[src/rtl/cml_line_sched.sv]
// cml_line_sched: Camera Link line scheduler that reads two ping-pong line
// buffers and produces the FVAL/LVAL/DVAL framing for the CML transmitter.
//
// Ports:
//   clk_user      sole clock
//   rst_n         asynchronous active-low reset
//   enable        frame-start permission, sampled only in IDLE
//   line_rdy[1:0] buffer b holds at least COL words
//   empty[1:0]    buffer b FWFT empty flag
//   rd_en[1:0]    read strobe to buffer b (combinational)
//   buf_sel       buffer currently owned by the scheduler
//   fval/lval/dval registered frame/line/data valid, aligned to FWFT data
//   frame_done    pulse on the first vertical-blank cycle
//   underflow     pulse on each stalled ACTIVE cycle
//   underflow_cnt saturating underflow count (CML_UNDERFLOW_CNT_EN only)
//
// Optional feature macro: CML_UNDERFLOW_CNT_EN

module cml_line_sched #(
    parameter int COL      = 1280,
    parameter int ROW      = 1024,
    parameter int HBLANK   = 16,
    parameter int VBLANK   = 64,
    parameter int FV_SETUP = 4
) (
    input  logic        clk_user,
    input  logic        rst_n,
    input  logic        enable,
    input  logic [1:0]  line_rdy,
    input  logic [1:0]  empty,
    output logic [1:0]  rd_en,
    output logic        buf_sel,
    output logic        fval,
    output logic        lval,
    output logic        dval,
    output logic        frame_done,
    output logic        underflow
`ifdef CML_UNDERFLOW_CNT_EN
    ,
    output logic [15:0] underflow_cnt
`endif
);

    localparam int CW   = (COL > 1) ? $clog2(COL) : 1;
    localparam int RW   = (ROW > 1) ? $clog2(ROW) : 1;
    localparam int TMX1 = (HBLANK > VBLANK) ? HBLANK : VBLANK;
    localparam int TMAX = (TMX1 > FV_SETUP) ? TMX1 : FV_SETUP;
    localparam int TW   = $clog2(TMAX + 1);

    localparam logic [CW-1:0] COL_LAST = CW'(COL - 1);
    localparam logic [RW-1:0] ROW_LAST = RW'(ROW - 1);
    localparam logic [TW-1:0] S_LAST   = TW'(FV_SETUP - 1);
    localparam logic [TW-1:0] H_LAST   = TW'(HBLANK - 1);
    localparam logic [TW-1:0] V_LAST   = TW'(VBLANK - 1);

    typedef enum logic [2:0] {
        IDLE,
        SETUP,
        WAIT_LINE,
        ACTIVE,
        HBLK,
        VBLK
    } state_t;

    state_t        state, state_nx;
    logic [CW-1:0] col, col_nx;
    logic [RW-1:0] row, row_nx;
    logic [TW-1:0] tmr, tmr_nx;
    logic          buf_nx;
    logic          cur_empty;
    logic          cur_rdy;

    assign cur_empty = empty[buf_sel];
    assign cur_rdy   = line_rdy[buf_sel];

    always_ff @(posedge clk_user or negedge rst_n) begin
        if (!rst_n) begin
            state   <= IDLE;
            col     <= '0;
            row     <= '0;
            tmr     <= '0;
            buf_sel <= 1'b0;
        end else begin
            state   <= state_nx;
            col     <= col_nx;
            row     <= row_nx;
            tmr     <= tmr_nx;
            buf_sel <= buf_nx;
        end
    end

    // tmr counts cycles spent in the timed states and restarts on exit.
    always_comb begin
        state_nx   = state;
        col_nx     = col;
        row_nx     = row;
        buf_nx     = buf_sel;
        tmr_nx     = tmr + TW'(1);
        rd_en      = 2'b00;
        underflow  = 1'b0;
        frame_done = 1'b0;
        unique case (state)
            IDLE: begin
                buf_nx = 1'b0;
                row_nx = '0;
                col_nx = '0;
                tmr_nx = '0;
                if (enable && line_rdy[0]) begin
                    state_nx = SETUP;
                end
            end
            SETUP: begin
                if (tmr == S_LAST) begin
                    tmr_nx   = '0;
                    state_nx = ACTIVE;
                end
            end
            ACTIVE: begin
                tmr_nx = '0;
                if (cur_empty) begin
                    // stall: lval stays high, no read issued
                    underflow = 1'b1;
                end else begin
                    rd_en[buf_sel] = 1'b1;
                    if (col == COL_LAST) begin
                        col_nx = '0;
                        buf_nx = ~buf_sel;
                        if (row == ROW_LAST) begin
                            row_nx   = '0;
                            state_nx = VBLK;
                        end else begin
                            row_nx   = row + RW'(1);
                            state_nx = HBLK;
                        end
                    end else begin
                        col_nx = col + CW'(1);
                    end
                end
            end
            HBLK: begin
                if (tmr == H_LAST) begin
                    tmr_nx   = '0;
                    state_nx = cur_rdy ? ACTIVE : WAIT_LINE;
                end
            end
            WAIT_LINE: begin
                tmr_nx = '0;
                if (cur_rdy) begin
                    state_nx = ACTIVE;
                end
            end
            VBLK: begin
                frame_done = (tmr == '0);
                if (tmr == V_LAST) begin
                    tmr_nx   = '0;
                    buf_nx   = 1'b0;
                    state_nx = IDLE;
                end
            end
            default: begin
                state_nx = IDLE;
            end
        endcase
    end

    // Framing lags the state by one cycle to line up with FWFT read data.
    always_ff @(posedge clk_user or negedge rst_n) begin
        if (!rst_n) begin
            fval <= 1'b0;
            lval <= 1'b0;
            dval <= 1'b0;
        end else begin
            fval <= (state == SETUP) || (state == WAIT_LINE) ||
                    (state == ACTIVE) || (state == HBLK);
            lval <= (state == ACTIVE);
            dval <= |rd_en;
        end
    end

`ifdef CML_UNDERFLOW_CNT_EN
    always_ff @(posedge clk_user or negedge rst_n) begin
        if (!rst_n) begin
            underflow_cnt <= '0;
        end else if (underflow && (underflow_cnt != 16'hFFFF)) begin
            underflow_cnt <= underflow_cnt + 16'd1;
        end
    end
`endif

endmodule
[config.mk]
export PLATFORM = sky130hd
export DESIGN_NAME = cml_line_sched
export DESIGN_NICKNAME = d
export VERILOG_FILES = /design/src/rtl/cml_line_sched.sv
export SDC_FILE = /design/constraint.sdc
export NUM_CORES = 1
export LEC_CHECK = 0
export ABC_AREA = 1
export CORE_ASPECT_RATIO = 2
export CORE_MARGIN = 5
export CORE_UTILIZATION = 50
export CTS_BUF_LIST = sky130_fd_sc_hd__clkbuf_8
export DETAILED_ROUTE_END_ITERATION = 6
export PLACE_DENSITY = 0.7
export REMOVE_ABC_BUFFERS = 1
export SLEW_MARGIN = 20
export SYNTH_ARGS = -nofsm -noshare
export SYNTH_HDL_FRONTEND = slang
export SYNTH_SLANG_ARGS = --single-unit
[constraint.sdc]
create_clock -name clk_user -period 4.7 [get_ports clk_user]
set_input_delay 0.705 -clock clk_user [delete_from_list [all_inputs] [get_ports clk_user]]
set_output_delay 0.705 -clock clk_user [all_outputs]
set_load 0.1 [all_outputs]
==> results.py, run 1 <==
metrics = {
    "outcome": {
        "status": "finished clean",
    },
    "die": {
        "ios": 15,
        "die-area_um2": 5640,
        "die_x_um": 55.7,
        "rows": 33,
        "start_util_pct": 51.0,
        "fp.dieH_um": 101,
        "core-area_um2": 4090,
    },
    "sta": {
        "setup_violations": 0,
        "hold_viol": 0,
        "finalMaxSlewViolations": 0,
        "worst_slew_pin_slew_ns": 0.971,
        "timing.final.crit_share_pct": 71.2,
        "maxSlewHeadroom_pct": 35.1,
        "rsz0062_at_grt": "false",
        "min_period_ns": 3.35,
        "skew_ns": 0.00679,
        "max_freq_mhz": 299,
        "tns_ns": 0,
    },
    "clock_tree": {
        "path_clk_slew_ns": 0.07,
        "post_cts_buffers": 0,
        "cts_hold_buf": 0,
        "numClockSinks": 35,
        "cts_root_buffer": "clkbuf_8",
        "clk_path_buf_depth": 2,
        "cts_tree": "yes",
        "cts-htree-levels": 2,
        "cts-resized-gates": 0,
        "cts_buffers": 5,
        "clk-insertion-delay-late_ns": 0.29,
    },
    "hold_path": {
        "worstHoldPathType": "register to register",
        "worstHoldStart": "col[6]",
        "min_path_cells": 1,
        "hold_path_end": "col[6]",
    },
    "route": {
        "ant_nets": 0,
        "drtPass1Iterations": 4,
        "num_vias": 1776,
        "drt_iter0_drc": 35,
        "vias_per_cell": 5.15,
        "wl_um": 4210,
        "wl_per_cell_um": 12.2,
        "route.detailed.drc": 0,
    },
    "yosys": {
        "ys_seq_elements": 35,
        "synth-compound-area-share_pct": 8.70,
        "ys.warnings.count": 0,
        "synthDistinctLibCells": 35,
        "ys_seq_area_share_pct": 42.0,
        "synth-simple-area-share_pct": 36.6,
        "netlist_instances": 273,
        "yosys-mux-area-fraction_pct": 0,
        "avgSynthCellArea_um2": 7.64,
        "yosys.area_share.adder_pct": 2.40,
        "async_flop_share_pct": 100,
        "synth_area_um2": 2080,
        "synth_xor_area_share_pct": 2.94,
        "synth-edff-count": 0,
        "synth-main-ff-cell": "dfrtp_1",
        "synth_top_family_by_area": "simple AND/OR/NAND/NOR gates",
    },
    "placement": {
        "dp_cells": 337,
        "post-dp-hpwl_um": 3140,
        "place_congestion": 0.767,
        "io_buffers": 14,
        "place_area_um2": 2270,
    },
    "pwr": {
        "p_int_mw": 0.621,
        "ir_drop_v": 0.000366,
        "p_comb_share_pct": 52.2,
        "seqPwrFrac_pct": 31.5,
        "p_sw_mw": 0.663,
        "leakage_nw": 1.09,
        "power_density_nw_per_um2": 546,
        "swShare_pct": 51.7,
        "p_total_mw": 1.28,
        "p_clk_share_pct": 16.3,
    },
    "critical_path": {
        "start_kind": "input port",
        "reg2reg_depth": 9,
        "r2r_slack_ns": 2.83,
        "cp_max_fo": 4,
        "critical_path_required_ns": 3.99,
        "cp-end-kind": "primary output",
        "r2r-end": "row[9]",
        "r2r-start": "state[1]",
        "cp.arrival_ns": 2.64,
        "path_class": "input port to primary output",
    },
    "finish": {
        "post-route-util_pct": 57.5,
        "instances_no_fill": 345,
        "drive_above_1_share_pct": 9.22,
        "final_area_um2": 2350,
        "multi_input_area_um2": 1050,
        "nFillCells": 391,
        "diodes": 0,
        "regArea_um2": 876,
        "fin_nets": 303,
        "area_growth_pct": 12.8,
    },
    "grt": {
        "grt_start_max_net_pins": 36,
        "grt_remaining_overflow": 0,
        "globalRouteTotalUtil_pct": 17.1,
        "grt_pass1_wl_um": 7610,
        "grt_pass1_vias": 1780,
        "antenna_found_initial": 0,
    },
    "flow_run": {
        "maxCapViolCount": 0,
    },
}
[worst max-delay path by stage]
stage | startpoint | endpoint | slack [ns] | depth (start not counted)
after global placement | empty[1] | underflow | 1.36 | 6
after detailed placement | empty[1] | underflow | 1.35 | 6
after CTS | empty[1] | underflow | 1.35 | 6
after global routing | state[1] | rd_en[0] | 1.26 | 5
final | empty[1] | underflow | 1.35 | 6
after floorplan | buf_sel | rd_en[1] | 0.73 | 2
[metrics by stage]
stage	setup slack, ns	hold WS (ns)
4_1_cts	1.35	0.487
5_1_grt	1.26	0.509
3_3_place_gp	1.36	0.465
2_1_floorplan	0.729	0.409
6_report	1.35	0.478
3_5_place_dp	1.35	0.475
[cells by family (layout without fill, tap and decap cells)]
group,count (synthesis),after routing
AND/OR/NAND/NOR,160,160
flip-flops,35,35
AO/OA/AOI/OAI,31,31
adder cells (fa/ha/maj),4,4
buffers and inverters,36,56
XOR/XNOR,7,7
[power by group through the flow]
stage | sequential [mW] | combinational [mW] | clock, mW
after floorplan | 0.495 | 0.432 | 0
after global placement | 0.408 | 0.676 | 0
after detailed placement | 0.411 | 0.679 | 0
after CTS | 0.405 | 0.681 | 0.218
after global routing | 0.413 | 0.742 | 0.229
final | 0.404 | 0.670 | 0.209
[final cells by class]
cell class	instances	share of cell area (%)
multi-input combinational	202	44.9
sequential	35	37.3
timing repair buffer	15	6.28
inverter	33	5.38
clock buffer	5	2.93
tap	52	2.77
clock inverter	3	0.532
[synthesized netlist by cell type, types with 2 or more instances]
cell type	n	area [µm²]
inv_1	30	113
nor3_1	11	55.1
nand3_1	17	85.1
nand3b_1	4	30.0
nand2_1	70	263
buf_6	2	22.5
o21ai_0	9	45.0
inv_2	2	7.51
ha_1	4	50.1
nand2_2	2	12.5
nand2_4	3	33.8
o21ai_1	4	20.0
nor2_2	2	12.5
a21oi_1	7	35.0
dfrtp_1	35	876
xnor2_1	2	17.5
xor2_1	5	43.8
nand4_1	6	37.5
a31oi_1	2	12.5
nor2_1	37	139
o21bai_1	4	30.0
nand3_2	2	20.0
[flip-flops by register name, summed over array words and instances, names as in the netlist]
name,count
tmr,7
fval,1
col,11
dval,1
buf_sel,1
lval,1
row,10
state,3
[per-layer routing]
layer | wire length, µm | global-route usage [%] | vias up
met5 | 0 | 0 | -
met1 | 1710 | 17.9 | 820
met4 | 101 | 9.18 | 0
met3 | 134 | 3.57 | 8
li1 | - | - | 916
met2 | 2260 | 31.4 | 32
[placed cells by master, fill, tap and decap left out, types with 5 or more instances in the layout]
cell	count
a21oi_1	7
clkbuf_8	5
clkdlybuf4s50_1	14
dfrtp_1	35
inv_1	32
nand2_1	70
nand3_1	17
nand4_1	6
nor2_1	37
nor3_1	11
o21ai_0	9
xor2_1	5
[worst max-delay path, stage by stage]
cell and delay (ns):
clkdlybuf4s50_1 0.48, nand2_1 0.05, nand2_1 0.13, nand2_4 0.09, inv_1 0.07, clkdlybuf4s50_1 1.12
Note: power is estimated with default switching activity, not from simulation.
==> run 2, diff against run 1 <==
==> constraint.sdc (replaced) <==
create_clock -name clk_user -period 3.45 [get_ports clk_user]
set_input_delay 0.5175 -clock clk_user [delete_from_list [all_inputs] [get_ports clk_user]]
set_output_delay 0.5175 -clock clk_user [all_outputs]
set_load 0.1 [all_outputs]
==> results.py, run 2 (same netlist as run 1, synthesis figures left out) <==
metrics = {
    "clock_tree": {
        "clk-insertion-delay-late_ns": 0.28,
        "path_clk_slew_ns": 0.07,
        "cts_buffers": 5,
        "cts_tree": "yes",
        "post_cts_buffers": 0,
        "cts-resized-gates": 0,
        "clk_path_buf_depth": 2,
        "cts_root_buffer": "clkbuf_8",
        "numClockSinks": 35,
        "cts-htree-levels": 2,
        "cts_hold_buf": 0,
    },
    "route": {
        "vias_per_cell": 5.23,
        "num_vias": 1804,
        "ant_nets": 0,
        "drtPass1Iterations": 4,
        "wl_um": 4250,
        "wl_per_cell_um": 12.3,
        "route.detailed.drc": 0,
        "drt_iter0_drc": 31,
    },
    "pwr": {
        "p_total_mw": 1.79,
        "ir_drop_v": 0.000623,
        "power_density_nw_per_um2": 757,
        "leakage_nw": 1.11,
    },
    "grt": {
        "grt_start_max_net_pins": 36,
        "grt_remaining_overflow": 0,
        "grt_pass1_wl_um": 7680,
        "antenna_found_initial": 0,
        "grt_pass1_vias": 1752,
        "globalRouteTotalUtil_pct": 16.7,
    },
    "critical_path": {
        "cp-end-kind": "primary output",
        "worst-path-buf-inv": 1,
        "critical_path_required_ns": 2.93,
        "path_class": "register to primary output",
        "path_cells": "clkdlybuf4s50_1",
        "slowest_delay_ns": 1.16,
        "crit_family": "buffers and inverters",
        "crit_path_top_delay_cell": "clkdlybuf4s50_1",
        "cp_max_fo": 5,
        "cp.arrival_ns": 1.85,
        "start_kind": "register",
    },
    "sta": {
        "worst_slack_ns": 1.08,
        "finalMaxSlewViolations": 0,
        "min_period_ns": 2.37,
        "rsz0062_at_grt": "false",
        "hold_viol": 0,
        "timing.final.crit_share_pct": 68.7,
        "setup_violations": 0,
        "timing.hold.ws_ns": 0.474,
        "maxSlewHeadroom_pct": 35.1,
        "max_freq_mhz": 422,
        "worst_slew_pin_slew_ns": 0.970,
        "tns_ns": 0,
        "skew_ns": 0.00831,
    },
    "placement": {
        "io_buffers": 14,
        "post-dp-hpwl_um": 3170,
        "place_congestion": 0.846,
        "dpl_worst_slack_ns": 1.33,
    },
    "finish": {
        "most-common-layout-cells": "70 x nand2_1, 37 x nor2_1, 35 x dfrtp_1",
        "largestRegisters": "col: 11 flops, row: 10 flops, tmr: 7 flops",
        "diodes": 0,
        "multi_input_area_um2": 1050,
        "largest_reg_flops": 11,
        "fin_nets": 303,
        "drive_above_1_share_pct": 10.9,
        "final_common_cell": "nand2_1",
        "area_growth_pct": 13.2,
        "nFillCells": 384,
        "post-route-util_pct": 57.7,
        "regMostFlops": "col",
        "regArea_um2": 876,
    },
    "die": {
        "rows": 33,
        "die_x_um": 55.7,
        "fp.dieH_um": 101,
        "start_util_pct": 51.0,
        "core-area_um2": 4090,
        "ios": 15,
        "die-area_um2": 5640,
    },
    "flow_run": {
        "maxCapViolCount": 0,
    },
    "hold_path": {
        "worstHoldPathType": "register to register",
    },
    "outcome": {
        "status": "finished clean",
    },
}
run 2: cell types whose count changed in the layout (fill, tap and decap cells not counted), sizes merged:
cell,change
buf,+4
clkbuf,+2
clkdlybuf4s50,-4
clkinv,-1
inv,-1
run 2: path summary, 6_finish.rpt:
check | slack [ns] | from | depth (start not counted) | end
worst max-delay path | 1.08 | buf_sel | 1 | buf_sel
worst min-delay path | 0.47 | col[6] | 1 | col[6]
worst max register to register | 1.60 | state[1] | 9 | row[9]
worst min register to register | 0.47 | col[6] | 1 | col[6]
max in group asynchronous | 2.46 | rst_n | 2 | col[8]
min in group asynchronous | 0.66 | rst_n | 2 | tmr[1]
run 2: cell type report:
| type | instances | area share (%) |
|---|---|---|
| multi-input cells | 202 | 44.7 |
| clock inverters | 1 | 0.159 |
| clock buffers | 7 | 4.08 |
| inverters | 33 | 5.36 |
| flip-flops and latches | 35 | 37.1 |
| well taps | 52 | 2.76 |
| repair buffers | 15 | 5.83 |
run 2: report_power, final:
group	internal [mW]	leakage, nW	switching, mW
combinational	0.232	0.572	0.682
clock	0.179	0.0557	0.143
sequential	0.475	0.478	0.0764
total	0.887	1.11	0.901
run 2: per-stage QoR:
stage	cells	instance area (µm²)
6_report	345	2360
5_1_grt	345	2360
4_1_cts	345	2360
3_5_place_dp	337	2260
3_3_place_gp	337	2260
2_1_floorplan	270	2060
run 2: metal layers:
layer | global-route usage [%] | vias up | wire [µm]
li1 | - | 926 | -
met5 | 0 | - | 0
met4 | 7.68 | 0 | 96
met3 | 2.93 | 8 | 136
met2 | 31.0 | 29 | 2280
met1 | 18.2 | 841 | 1730
